## src/rtl/control_unit_pkg.sv

```systemverilog
// control_pkg: shared types and encodings for the accumulator CPU controller.
//   opcode_t : 5-bit instruction opcodes (0x00-0x0F defined, 0x10-0x1F illegal)
//   state_t  : controller FSM states
//   SEL_A_*, SEL_B_*, ALU_* : datapath select and ALU operation encodings
//   is_defined() : true for opcodes the controller implements
package control_pkg;

    typedef enum logic [4:0] {
        OP_HLT  = 5'h00,
        OP_STO  = 5'h01,
        OP_LD   = 5'h02,
        OP_LDI  = 5'h03,
        OP_ADD  = 5'h04,
        OP_ADDI = 5'h05,
        OP_SUB  = 5'h06,
        OP_SUBI = 5'h07,
        OP_BEQ  = 5'h08,
        OP_BNE  = 5'h09,
        OP_BGT  = 5'h0A,
        OP_BGE  = 5'h0B,
        OP_BLT  = 5'h0C,
        OP_BLE  = 5'h0D,
        OP_JMP  = 5'h0E,
        OP_NOP  = 5'h0F
    } opcode_t;

    typedef enum logic [2:0] {
        S_INIT,
        S_FETCH,
        S_DECODE,
        S_EXEC,
        S_WB,
        S_HALT
    } state_t;

    localparam logic [1:0] SEL_A_MEM = 2'b00;
    localparam logic [1:0] SEL_A_IMM = 2'b01;
    localparam logic [1:0] SEL_A_ALU = 2'b10;

    localparam logic SEL_B_MEM = 1'b0;
    localparam logic SEL_B_IMM = 1'b1;

    localparam logic ALU_ADD = 1'b0;
    localparam logic ALU_SUB = 1'b1;

    function automatic logic is_defined(input logic [4:0] code);
        return code < 5'h10;
    endfunction

endpackage

```

## src/rtl/control_unit_branch_cond.sv

```systemverilog
// branch_cond: combinational branch decision.
//   opcode : current instruction opcode
//   flag_z : datapath zero flag
//   flag_n : datapath negative flag
//   taken  : 1 when the opcode is a branch/jump whose condition holds
module branch_cond
    import control_pkg::*;
(
    input  logic [4:0] opcode,
    input  logic       flag_z,
    input  logic       flag_n,
    output logic       taken
);

    always_comb begin
        taken = 1'b0;
        case (opcode)
            OP_BEQ:  taken = flag_z;
            OP_BNE:  taken = !flag_z;
            OP_BGT:  taken = !flag_n && !flag_z;
            OP_BGE:  taken = !flag_n;
            OP_BLT:  taken = flag_n;
            OP_BLE:  taken = flag_n || flag_z;
            OP_JMP:  taken = 1'b1;
            default: taken = 1'b0;
        endcase
    end

endmodule

```

## src/rtl/control_unit.sv

```systemverilog
// control_unit: multi-cycle controller for the accumulator CPU.
//   clock_in, reset_n_in         : clock (rising edge), async active-low reset
//   instruction_in               : instruction memory data, valid one cycle after pc_out
//   flag_Z_in, flag_N_in         : datapath status flags for conditional branches
//   pc_out, operand_out          : instruction address, IR operand field
//   sel_A_out, sel_B_out, alu_op_out : datapath selects and ALU operation
//   acc_wr_out, status_wr_out, mem_wr_out : write enables
//   acc_reset_out, status_reset_out       : datapath clears (INIT only)
//   halted_out, illegal_out      : core stopped, sticky undefined-opcode flag
module control_unit
    import control_pkg::*;
#(
    parameter int DATA_WIDTH    = 16,
    parameter int OPERAND_WIDTH = 11
) (
    input  logic                     clock_in,
    input  logic                     reset_n_in,
    input  logic [DATA_WIDTH-1:0]    instruction_in,
    input  logic                     flag_Z_in,
    input  logic                     flag_N_in,
    output logic [OPERAND_WIDTH-1:0] pc_out,
    output logic [OPERAND_WIDTH-1:0] operand_out,
    output logic [1:0]               sel_A_out,
    output logic                     sel_B_out,
    output logic                     alu_op_out,
    output logic                     acc_wr_out,
    output logic                     status_wr_out,
    output logic                     mem_wr_out,
    output logic                     acc_reset_out,
    output logic                     status_reset_out,
    output logic                     halted_out,
    output logic                     illegal_out
);

    state_t                   state;
    state_t                   state_next;
    logic [DATA_WIDTH-1:0]    ir;
    logic [OPERAND_WIDTH-1:0] pc;
    logic                     illegal;
    opcode_t                  op;
    logic                     taken;

    assign op          = opcode_t'(ir[DATA_WIDTH-1:OPERAND_WIDTH]);
    assign pc_out      = pc;
    assign operand_out = ir[OPERAND_WIDTH-1:0];
    assign illegal_out = illegal;

    branch_cond u_branch_cond (
        .opcode (op),
        .flag_z (flag_Z_in),
        .flag_n (flag_N_in),
        .taken  (taken)
    );

    always_ff @(posedge clock_in or negedge reset_n_in) begin
        if (!reset_n_in) begin
            state   <= S_INIT;
            pc      <= '0;
            ir      <= '0;
            illegal <= 1'b0;
        end else begin
            state <= state_next;
            if (state == S_DECODE) begin
                ir <= instruction_in;
                pc <= pc + 1'b1;
            end
            // A taken branch in EXEC replaces the increment made in DECODE.
            if (state == S_EXEC && taken) begin
                pc <= ir[OPERAND_WIDTH-1:0];
            end
            if (state == S_EXEC && !is_defined(op)) begin
                illegal <= 1'b1;
            end
        end
    end

    always_comb begin
        state_next       = state;
        sel_A_out        = SEL_A_MEM;
        sel_B_out        = SEL_B_MEM;
        alu_op_out       = ALU_ADD;
        acc_wr_out       = 1'b0;
        status_wr_out    = 1'b0;
        mem_wr_out       = 1'b0;
        acc_reset_out    = 1'b0;
        status_reset_out = 1'b0;
        halted_out       = 1'b0;
        case (state)
            S_INIT: begin
                // State sits in INIT throughout reset; the clears are only
                // driven for the single cycle after reset is released.
                acc_reset_out    = reset_n_in;
                status_reset_out = reset_n_in;
                state_next       = S_FETCH;
            end
            S_FETCH:  state_next = S_DECODE;
            S_DECODE: state_next = S_EXEC;
            S_EXEC: begin
                state_next = S_FETCH;
                case (op)
                    OP_HLT: state_next = S_HALT;
                    OP_STO: mem_wr_out = 1'b1;
                    OP_LD, OP_ADD, OP_SUB: state_next = S_WB;
                    OP_LDI: begin
                        acc_wr_out = 1'b1;
                        sel_A_out  = SEL_A_IMM;
                    end
                    OP_ADDI, OP_SUBI: begin
                        sel_B_out     = SEL_B_IMM;
                        sel_A_out     = SEL_A_ALU;
                        acc_wr_out    = 1'b1;
                        status_wr_out = 1'b1;
                        alu_op_out    = (op == OP_SUBI) ? ALU_SUB : ALU_ADD;
                    end
                    default: begin
                        if (!is_defined(op)) state_next = S_HALT;
                    end
                endcase
            end
            S_WB: begin
                state_next = S_FETCH;
                acc_wr_out = 1'b1;
                if (op != OP_LD) begin
                    sel_A_out     = SEL_A_ALU;
                    sel_B_out     = SEL_B_MEM;
                    status_wr_out = 1'b1;
                    alu_op_out    = (op == OP_SUB) ? ALU_SUB : ALU_ADD;
                end
            end
            S_HALT:  halted_out = 1'b1;
            default: state_next = S_INIT;
        endcase
    end

endmodule

```

## config.mk

```make
export PLATFORM = sky130hd
export DESIGN_NAME = control_unit
export DESIGN_NICKNAME = d
export VERILOG_FILES = /design/src/rtl/control_unit_pkg.sv /design/src/rtl/control_unit_branch_cond.sv /design/src/rtl/control_unit.sv
export SDC_FILE = /design/constraint.sdc
export NUM_CORES = 1
export LEC_CHECK = 0
export ABC_AREA = 1
export CORE_ASPECT_RATIO = 1.75
export CORE_UTILIZATION = 44
export CTS_BUF_LIST = sky130_fd_sc_hd__clkbuf_2 sky130_fd_sc_hd__clkbuf_4 sky130_fd_sc_hd__clkbuf_8
export CTS_CLUSTER_SIZE = 30
export DETAILED_ROUTE_END_ITERATION = 10
export GPL_ROUTABILITY_DRIVEN = 0
export GPL_TIMING_DRIVEN = 0
export PLACE_DENSITY = 0.81
export SYNTH_ARGS = -nofsm -noshare
export SYNTH_HDL_FRONTEND = slang
export SYNTH_SLANG_ARGS = --single-unit
```

## constraint.sdc

```tcl
create_clock -name clock_in -period 1.4 [get_ports clock_in]
set_input_delay 0.14 -clock clock_in [delete_from_list [all_inputs] [get_ports clock_in]]
set_output_delay 0.14 -clock clock_in [all_outputs]
set_load 0.02 [all_outputs]
```

* Yosys cells after proc, flatten, opt, wreduce, memory -nomap -nowiden *
Index checks and enable logic that the tools add are counted.

cells by class
  magnitude comparators = 1
  equal/unequal tests = 20
  reduce and logical (&&, ||, !) cells = 15
  mux-type cells = 24
  add/sub/neg operators = 1

operators by type and width
  cell                                                                    number
  5-bit by 4-bit equality test with 1-bit output (second input constant)  7
  11-bit 2-to-1 mux                                                       2
  5-bit by 3-bit equality test with 1-bit output (second input constant)  4
  3-bit case mux with 5 select lines                                      1
  1-bit 2-to-1 mux                                                        12
  11-bit by 1-bit adder with 11-bit output (second input constant)        1
  5-bit by 2-bit equality test with 1-bit output (second input constant)  2
  3-bit case mux with 3 select lines                                      1
  2-bit case mux with 2 select lines                                      2
  1-bit case mux with 7 select lines                                      1
  3-bit by 2-bit equality test with 1-bit output (second input constant)  2
  3-bit equality test (second input constant)                             2
  1-bit case mux with 2 select lines                                      3
  3-bit OR reduction                                                      2
  5-bit by 1-bit equality test with 1-bit output (second input constant)  1
  5-bit logical NOT                                                       1
  5-bit < comparator (second input constant)                              1
  5-bit by 2-bit != test with 1-bit output (second input constant)        1
  2-bit OR reduction                                                      2
  4-bit OR reduction                                                      1
  3-bit by 1-bit equality test with 1-bit output (second input constant)  1
  1-bit logical AND                                                       3
  1-bit logical NOT                                                       3
  3-bit logical NOT                                                       1
  other kinds (4)                                                         4

storage, ports and cells
  bits of input ports = 20
  register bits = 31
  output and inout port bits = 33

* Depth between registers and ports, before layout *
Gate-level depths: netlist (run 1).

  depth after elaboration = 5
  mapped depth = 10

* Modules after synthesis *
Synthesis (run 1) repeated with hierarchy kept, for this count alone.

unflattened totals
  cell total of the unflattened synthesis = 252
  area total of the unflattened synthesis = 1796.7 sq um

by module, submodules not included
  module        area each (sq um)  cells an instance  seq. area each (sq um)  instances
  control_unit  1714.1             231                775.7                   1
  branch_cond   82.6               21                 0.0                     1

* Worst setup path before layout (run 1) *
No wires, ideal clock.

  kind = register to output
  start point = register state[2]
  end point = output port acc_wr_out
  data required time = 1260 ps
  setup slack = -245 ps
  cell stages (with the launch flop) = 5
  data arrival time = 1505 ps
  path through = dfrtp_1 -> nor2_4 -> nand2_1 -> nor3_1 -> nand3b_1

between the ends
  longest elaborated chain between the ends = 2
  elaborated cells between the ends (all ways) = 3
  classes of those cells = eq/ne (2); mux (1)

RTL lines
  what                                                                                   RTL line            text
  start, declared                                                                        control_unit.sv:35  state_t state;
  start signal, assigned                                                                 control_unit.sv:62  state <= state_next;
  3-bit equality test or 3-bit by 2-bit equality test with 1-bit output (tied branches)  control_unit.sv:88  case (state)
  1-bit case mux with 2 select lines (*)                                                 control_unit.sv:88
  end, declared                                                                          control_unit.sv:26  output logic acc_wr_out,

Mark *: on every way between the ends. The rest lies on a longest branch, timed or not.

* Worst setup path in the final report (run 1) *
  start point = register ir[11]
  end point = output port alu_op_out

between the ends
  longest elaborated chain between the ends = 4
  elaborated cells between the ends (all ways) = 10
  classes of those cells = eq/ne (4); mux (5); reduce/logical (1)

RTL lines
  what                                                                      RTL line                                                       text
  start, declared                                                           control_unit.sv:37                                             logic [DATA_WIDTH-1:0] ir;
  start signal, assigned                                                    control_unit.sv:64                                             ir <= instruction_in;
  5-bit by 3-bit equality test with 1-bit output, on equally long branches  control_unit.sv:127, control_unit.sv:100, control_unit.sv:113
  1-bit 2-to-1 mux, or another cell as far along                            control_unit.sv:127                                            alu_op_out = (op == OP_SUB) ? ALU_SUB : ALU_ADD;
  1-bit 2-to-1 mux, on equally long branches                                control_unit.sv:123, control_unit.sv:100
  1-bit case mux with 2 select lines (*)                                    control_unit.sv:88
  end, declared                                                             control_unit.sv:25                                             output logic alu_op_out,

Marked as above.

==> flow_summary.ini, run 1 <==
[critical_path]
critPathTopFamily = flip-flops
slowest_delay_ns = 0.40
crit_type = flop to primary output
path_cells = buf_4 > nor2_1 > nand4_1 > a21oi_1 > buf_4
cp.arrival_ns = 1.57
crit_required_ns = 1.26
crit_slowest_cell = dfrtp_1
crit_buf_inv = 2
endpoint_kind = primary output
critical_path.most_common_cell = buf_4
path_max_fanout = 4
startpoint_type = flop

[timing]
fmaxAchievable_mhz = 584
setup_violations = 20
finClkSkew_ns = 0.0124
drv_slew = 0
period_share_pct = 122
tns_ns = -2.54
relSlewSlack_pct = 51.7
hold_ws_ns = -0.0926
tightest_slew_ns = 0.724
grt_setup_unrepaired = yes
fin_ws_ns = -0.312
finalHoldViolCount = 31
fin_crit_ns = 1.71

[placement]
portBuffers = 52
dpl.hpwl_um = 3450
dpl_cell_area_um2 = 2440
dp_cells = 357

[grt]
grt_pass1_vias = 1880
grt_max_degree = 33
globalRoute.totalOverflow = 0
gr-usage-all-layers_pct = 24.7
grt_pass1_wl_um = 8320
antenna_found_initial = 0

[yosys]
synthSimpleGateAreaFrac_pct = 37.0
synth_nets = 278
ys_warn_count = 0
ys_seq_elements = 31
synthAdderAreaFrac_pct = 0.677
synth_xor_area_share_pct = 2.37
synth_top_area_share_pct = 42.0
yosys-top-cells-area = dfrtp_1 42%, nand2_1 19%, nand3_1 8.4%, inv_1 6.3%, buf_4 5.3%
yosysMostFrequentCell = nand2_1
netlist_area_um2 = 1850
synthFlopType = dfrtp_1
ys_seq_area_share_pct = 42.0
synth_common_cells = 96 x nand2_1, 31 x dfrtp_1, 31 x inv_1, 31 x nand3_1, 13 x buf_4
syn_inst = 257
synth_top_family_by_area = simple AND/OR/NAND/NOR gates
synthArstFlopShare_pct = 100
muxShareOfSynthArea_pct = 0
synth_compound_area_share_pct = 3.66
avgSynthCellArea_um2 = 7.19
synth_cell_type_count = 25
synth_top_area_cell = dfrtp_1
synth_edf_count = 0

[power]
vdd_drop_max_mv = 1.57
power_density_nw_per_um2 = 2260
intPower_uw = 3320
seqPwrFrac_pct = 29.1
p_sw_uw = 2840
power_leakage_uw = 0.00146
clockPowerShare_pct = 13.2
p_comb_share_pct = 57.7
p_sw_share_pct = 46.0

[run]
maxCapViolations = 0

[floorplan]
num_rows = 30
core_um2 = 3940
fp.dieArea_um2 = 4470
start_util_pct = 46.9
ios = 53
die_x_um = 51.0
die_h_um = 87.7

[cts]
cts_max_level = 2
clock_sinks = 31
clockBufferDepth = 2
cts_tree = done
cts_root_buffer = clkbuf_8
clkLatencyLatePin_ns = 0.29
clk_pin_slew_worst_paths_ns = 0.07
cts_buffers = 5

[detailed_routing]
wirelength_um = 5430
ant_nets = 0
firstDrtPassIters = 4
drc = 0
viasPerCell = 5.20
drt_iter0_drc = 52
wl_per_cell_um = 14.3
vias = 1980

[outcome]
violations = hold timing, setup timing
outcome = finished, violations left

[finish]
drive_gt1_share_pct = 27.9
finalNetCount = 353
diodes = 0
fin_util_pct = 69.2
layout.cells.non_filler = 381
postLayoutCellArea_um2 = 2730
syn_to_final_growth_pct = 47.6

[hold_path]
hold_class = input port to asynchronous set/reset pin
per-layer routing:
| metal | vias to the layer above | global-route usage (%) | part of all wire, % |
|---|---|---|---|
| met5 | - | 0 | 0 |
| met4 | 0 | 12.9 | 3.2 |
| met3 | 20 | 3.47 | 5.2 |
| met2 | 97 | 45.1 | 55 |
| met1 | 924 | 26.8 | 36 |
| li1 | 939 | - | - |
cell type report:
type                    count  area [um^2]
inverters                  32          120
clock buffers               8          104
well taps                  48         60.1
multi-input cells         174          911
plain buffers              20          156
repair buffers             68          593
fillers                   316         1210
flip-flops and latches     31          783
per-stage QoR:
step	total power (uW)	setup slack (ns)
3_3_place_gp	4760	-1.42
5_1_grt	6550	-0.350
2_1_floorplan	3670	-0.0502
4_1_cts	5710	-0.154
6_report	6160	-0.312
3_5_place_dp	4830	-0.491
power by group through the flow:
stage	Clock [uW]	Sequential, uW	Combinational, uW
finish	812	1790	3560
global route	850	1830	3870
CTS	810	1760	3140
detailed placement	0	1780	3050
global placement	0	1780	2980
floorplan	0	1820	1850
cells by family after synthesis:
logic type | Yosys count
xor gates and xnor gates | 5
DFF | 31
adders and majority gates | 1
and+or+nand+nor | 156
AOI/OAI and AO/OA | 12
buffers and inverters | 52
cells in the final DEF, fill, tap and decap left out, drive strengths merged, types with 4 or more instances in the layout:
master / synthesis / layout
nand2: 100 / 100
buf: 20 / 47
nand3: 33 / 33
inv: 32 / 32
dfrtp: 31 / 31
dlygate4sd2: 0 / 22
clkdlybuf4s50: 0 / 18
nor2: 11 / 11
clkbuf: 0 / 8
o21ai: 8 / 8
xor2: 4 / 4
nor3: 4 / 4
state kept, by name (all words and copies together) (netlist names):
name / flops
pc_out: 11
illegal_out: 1
ir: 16
state: 3
worst paths after layout:
kind / start / endpoint / slack, ns / depth (start not counted)
setup / recovery: ir[11] / alu_op_out / -0.31 / 5
hold / removal: reset_n_in / state[1] / -0.09 / 1
setup reg to reg: state[1] / pc_out[2] / -0.13 / 10
hold reg to reg: illegal_out / illegal_out / 0.47 / 2
max in group asynchronous: reset_n_in / pc_out[1] / 0.98 / 1
min in group clock_in: instruction_in[0] / ir[0] / 0.38 / 3
timing repair:
| item | 4_1_cts | 5_1_grt |
|---|---|---|
| setup buffers | 10 | 6 |
| endpoints found under the hold margin | 31 | 31 |
| pin swaps | 7 | 10 |
| resized for setup | 85 | 31 |
| endpoints found under the setup margin | 38 | 23 |
No activity file was read; power rests on OpenSTA's default activity.
==> run 2, diff against run 1 <==
- CAP_MARGIN: unset -> 30
==> results of run 2 <==
Same layout as run 1: the final DEF is identical, and so are final timing and power.
==> run 3, diff against run 2 <==
- CORE_MARGIN: unset -> 3
==> run 3 against run 2 <==
The run still ends with hold timing, setup timing left. Count of clock-buffer cells in the layout fell by 1. Critical path depth rose by 1. Clock skew fell by 0.0060 ns. Sequential share of layout area rose by 0.84 points. Critical path type unchanged. Highest routed layer unchanged.
==> flow_summary.ini, run 3 (synthesized netlist as in run 1, its figures left out) <==
[finish]
largest-register = ir
largest_reg_flops = 16
layout_commonest_cell = nand2_1
finalNetCount = 349
diodes = 0
final_cell_mix = 94 x nand2_1, 30 x nand3_1, 30 x buf_4
syn_to_final_growth_pct = 42.7
drive_gt1_share_pct = 25.5

[detailed_routing]
wl_per_cell_um = 13.2
ant_nets = 0
firstDrtPassIters = 4
viasPerCell = 5.02
wirelength_um = 4990
vias = 1894
drt_iter0_drc = 45
drc = 0

[critical_path]
path_max_fanout = 5
path_cells = nand2_2 > nor2_4 > nand2_2 > nor3_2 > nand3b_1 > buf_6
critPathTopFamily = simple AND/OR/NAND/NOR gates
startpoint_type = flop
crit_buf_inv = 1
critical_path.most_common_cell = nand2_2
slowest_delay_ns = 0.41
crit_type = flop to primary output
crit_slowest_cell = dfrtp_1
cp.arrival_ns = 1.45
endpoint_kind = primary output
crit_required_ns = 1.26

[timing]
relSlewSlack_pct = 52.4
fin_crit_ns = 1.59
drv_slew = 0
hold_ws_ns = -0.0991
period_share_pct = 113
tightest_slew_ns = 0.715
setup_violations = 20
finClkSkew_ns = 0.00637
fmaxAchievable_mhz = 630
finalHoldViolCount = 31
grt_setup_unrepaired = yes
fin_ws_ns = -0.187

[cts]
clock_sinks = 31
cts_max_level = 2
clockBufferDepth = 2
cts_tree = done
cts_buffers = 5
clk_pin_slew_worst_paths_ns = 0.06
clkLatencyLatePin_ns = 0.28
cts_root_buffer = clkbuf_8

[placement]
post-place-ws_ns = -0.452
portBuffers = 52
dpl.hpwl_um = 3580

[floorplan]
die_h_um = 91.7
die_x_um = 55.0
num_rows = 30
core_um2 = 3980
ios = 53
fp.dieArea_um2 = 5040
start_util_pct = 46.4

[grt]
globalRoute.totalOverflow = 0
gr-usage-all-layers_pct = 22.2
grt_pass1_vias = 1875
antenna_found_initial = 0
grt_max_degree = 33
grt_pass1_wl_um = 8230

[power]
vdd_drop_max_mv = 1.31
power_leakage_uw = 0.00142
power_density_nw_per_um2 = 2180

[outcome]
violations = hold timing, setup timing
outcome = finished, violations left

[hold_path]
hold_class = input port to asynchronous set/reset pin

[run]
maxCapViolations = 0
==> run 3: layout make-up <==
type	instances	area, um^2
inverter	32	120
multi-input combinational	174	881
timing repair buffer	64	556
tap	48	60.1
clock inverter	1	5.00
clock buffer	7	83.8
buffer	20	153
sequential	31	779
fill	346	1340
==> run 3: timing repair <==
action	4_1_cts	5_1_grt
hold endpoints to repair	31	31
setup buffers	10	2
pin swaps	6	5
setup endpoints to repair	39	28
gates resized for setup	82	21
==> run 3: worst paths after layout <==
| check | cells after the start | from | to | slack (ns) |
|---|---|---|---|---|
| max reg2reg | 9 | ir[15] | pc_out[9] | -0.05 |
| min | 1 | reset_n_in | ir[11] | -0.1 |
| max | 6 | state[0] | acc_wr_out | -0.19 |
| min in group clock_in | 3 | instruction_in[3] | ir[3] | 0.38 |
| max in group asynchronous | 1 | reset_n_in | pc_out[0] | 0.99 |
| min reg2reg | 2 | illegal_out | illegal_out | 0.48 |
==> run 3: routing by layer <==
layer	up-vias	GRT usage [%]	part of all wire, %
met5	-	0	0
met1	888	23.9	37
li1	930	-	-
met3	16	5.20	5.0
met4	0	9.94	2.6
met2	60	38.6	55
==> run 3: power breakdown <==
part	total [uW]	switching (uW)	internal, uW
clock network	714	327	387
registers	1770	450	1320
logic	3270	1880	1400
==> run 3: metrics by stage <==
step	cells	area (um^2)	util [%]	power, uW	TNS (ns)
2_1_floorplan	257	1860	-	3670	-0.0502
3_5_place_dp	357	2440	61.2	4850	-4.26
3_3_place_gp	357	2440	61.4	4770	-18.87
6_report	377	2640	66.3	5760	-1.37
5_1_grt	377	2640	66.3	6190	-2.89
4_1_cts	375	2560	64.5	5610	-1.36
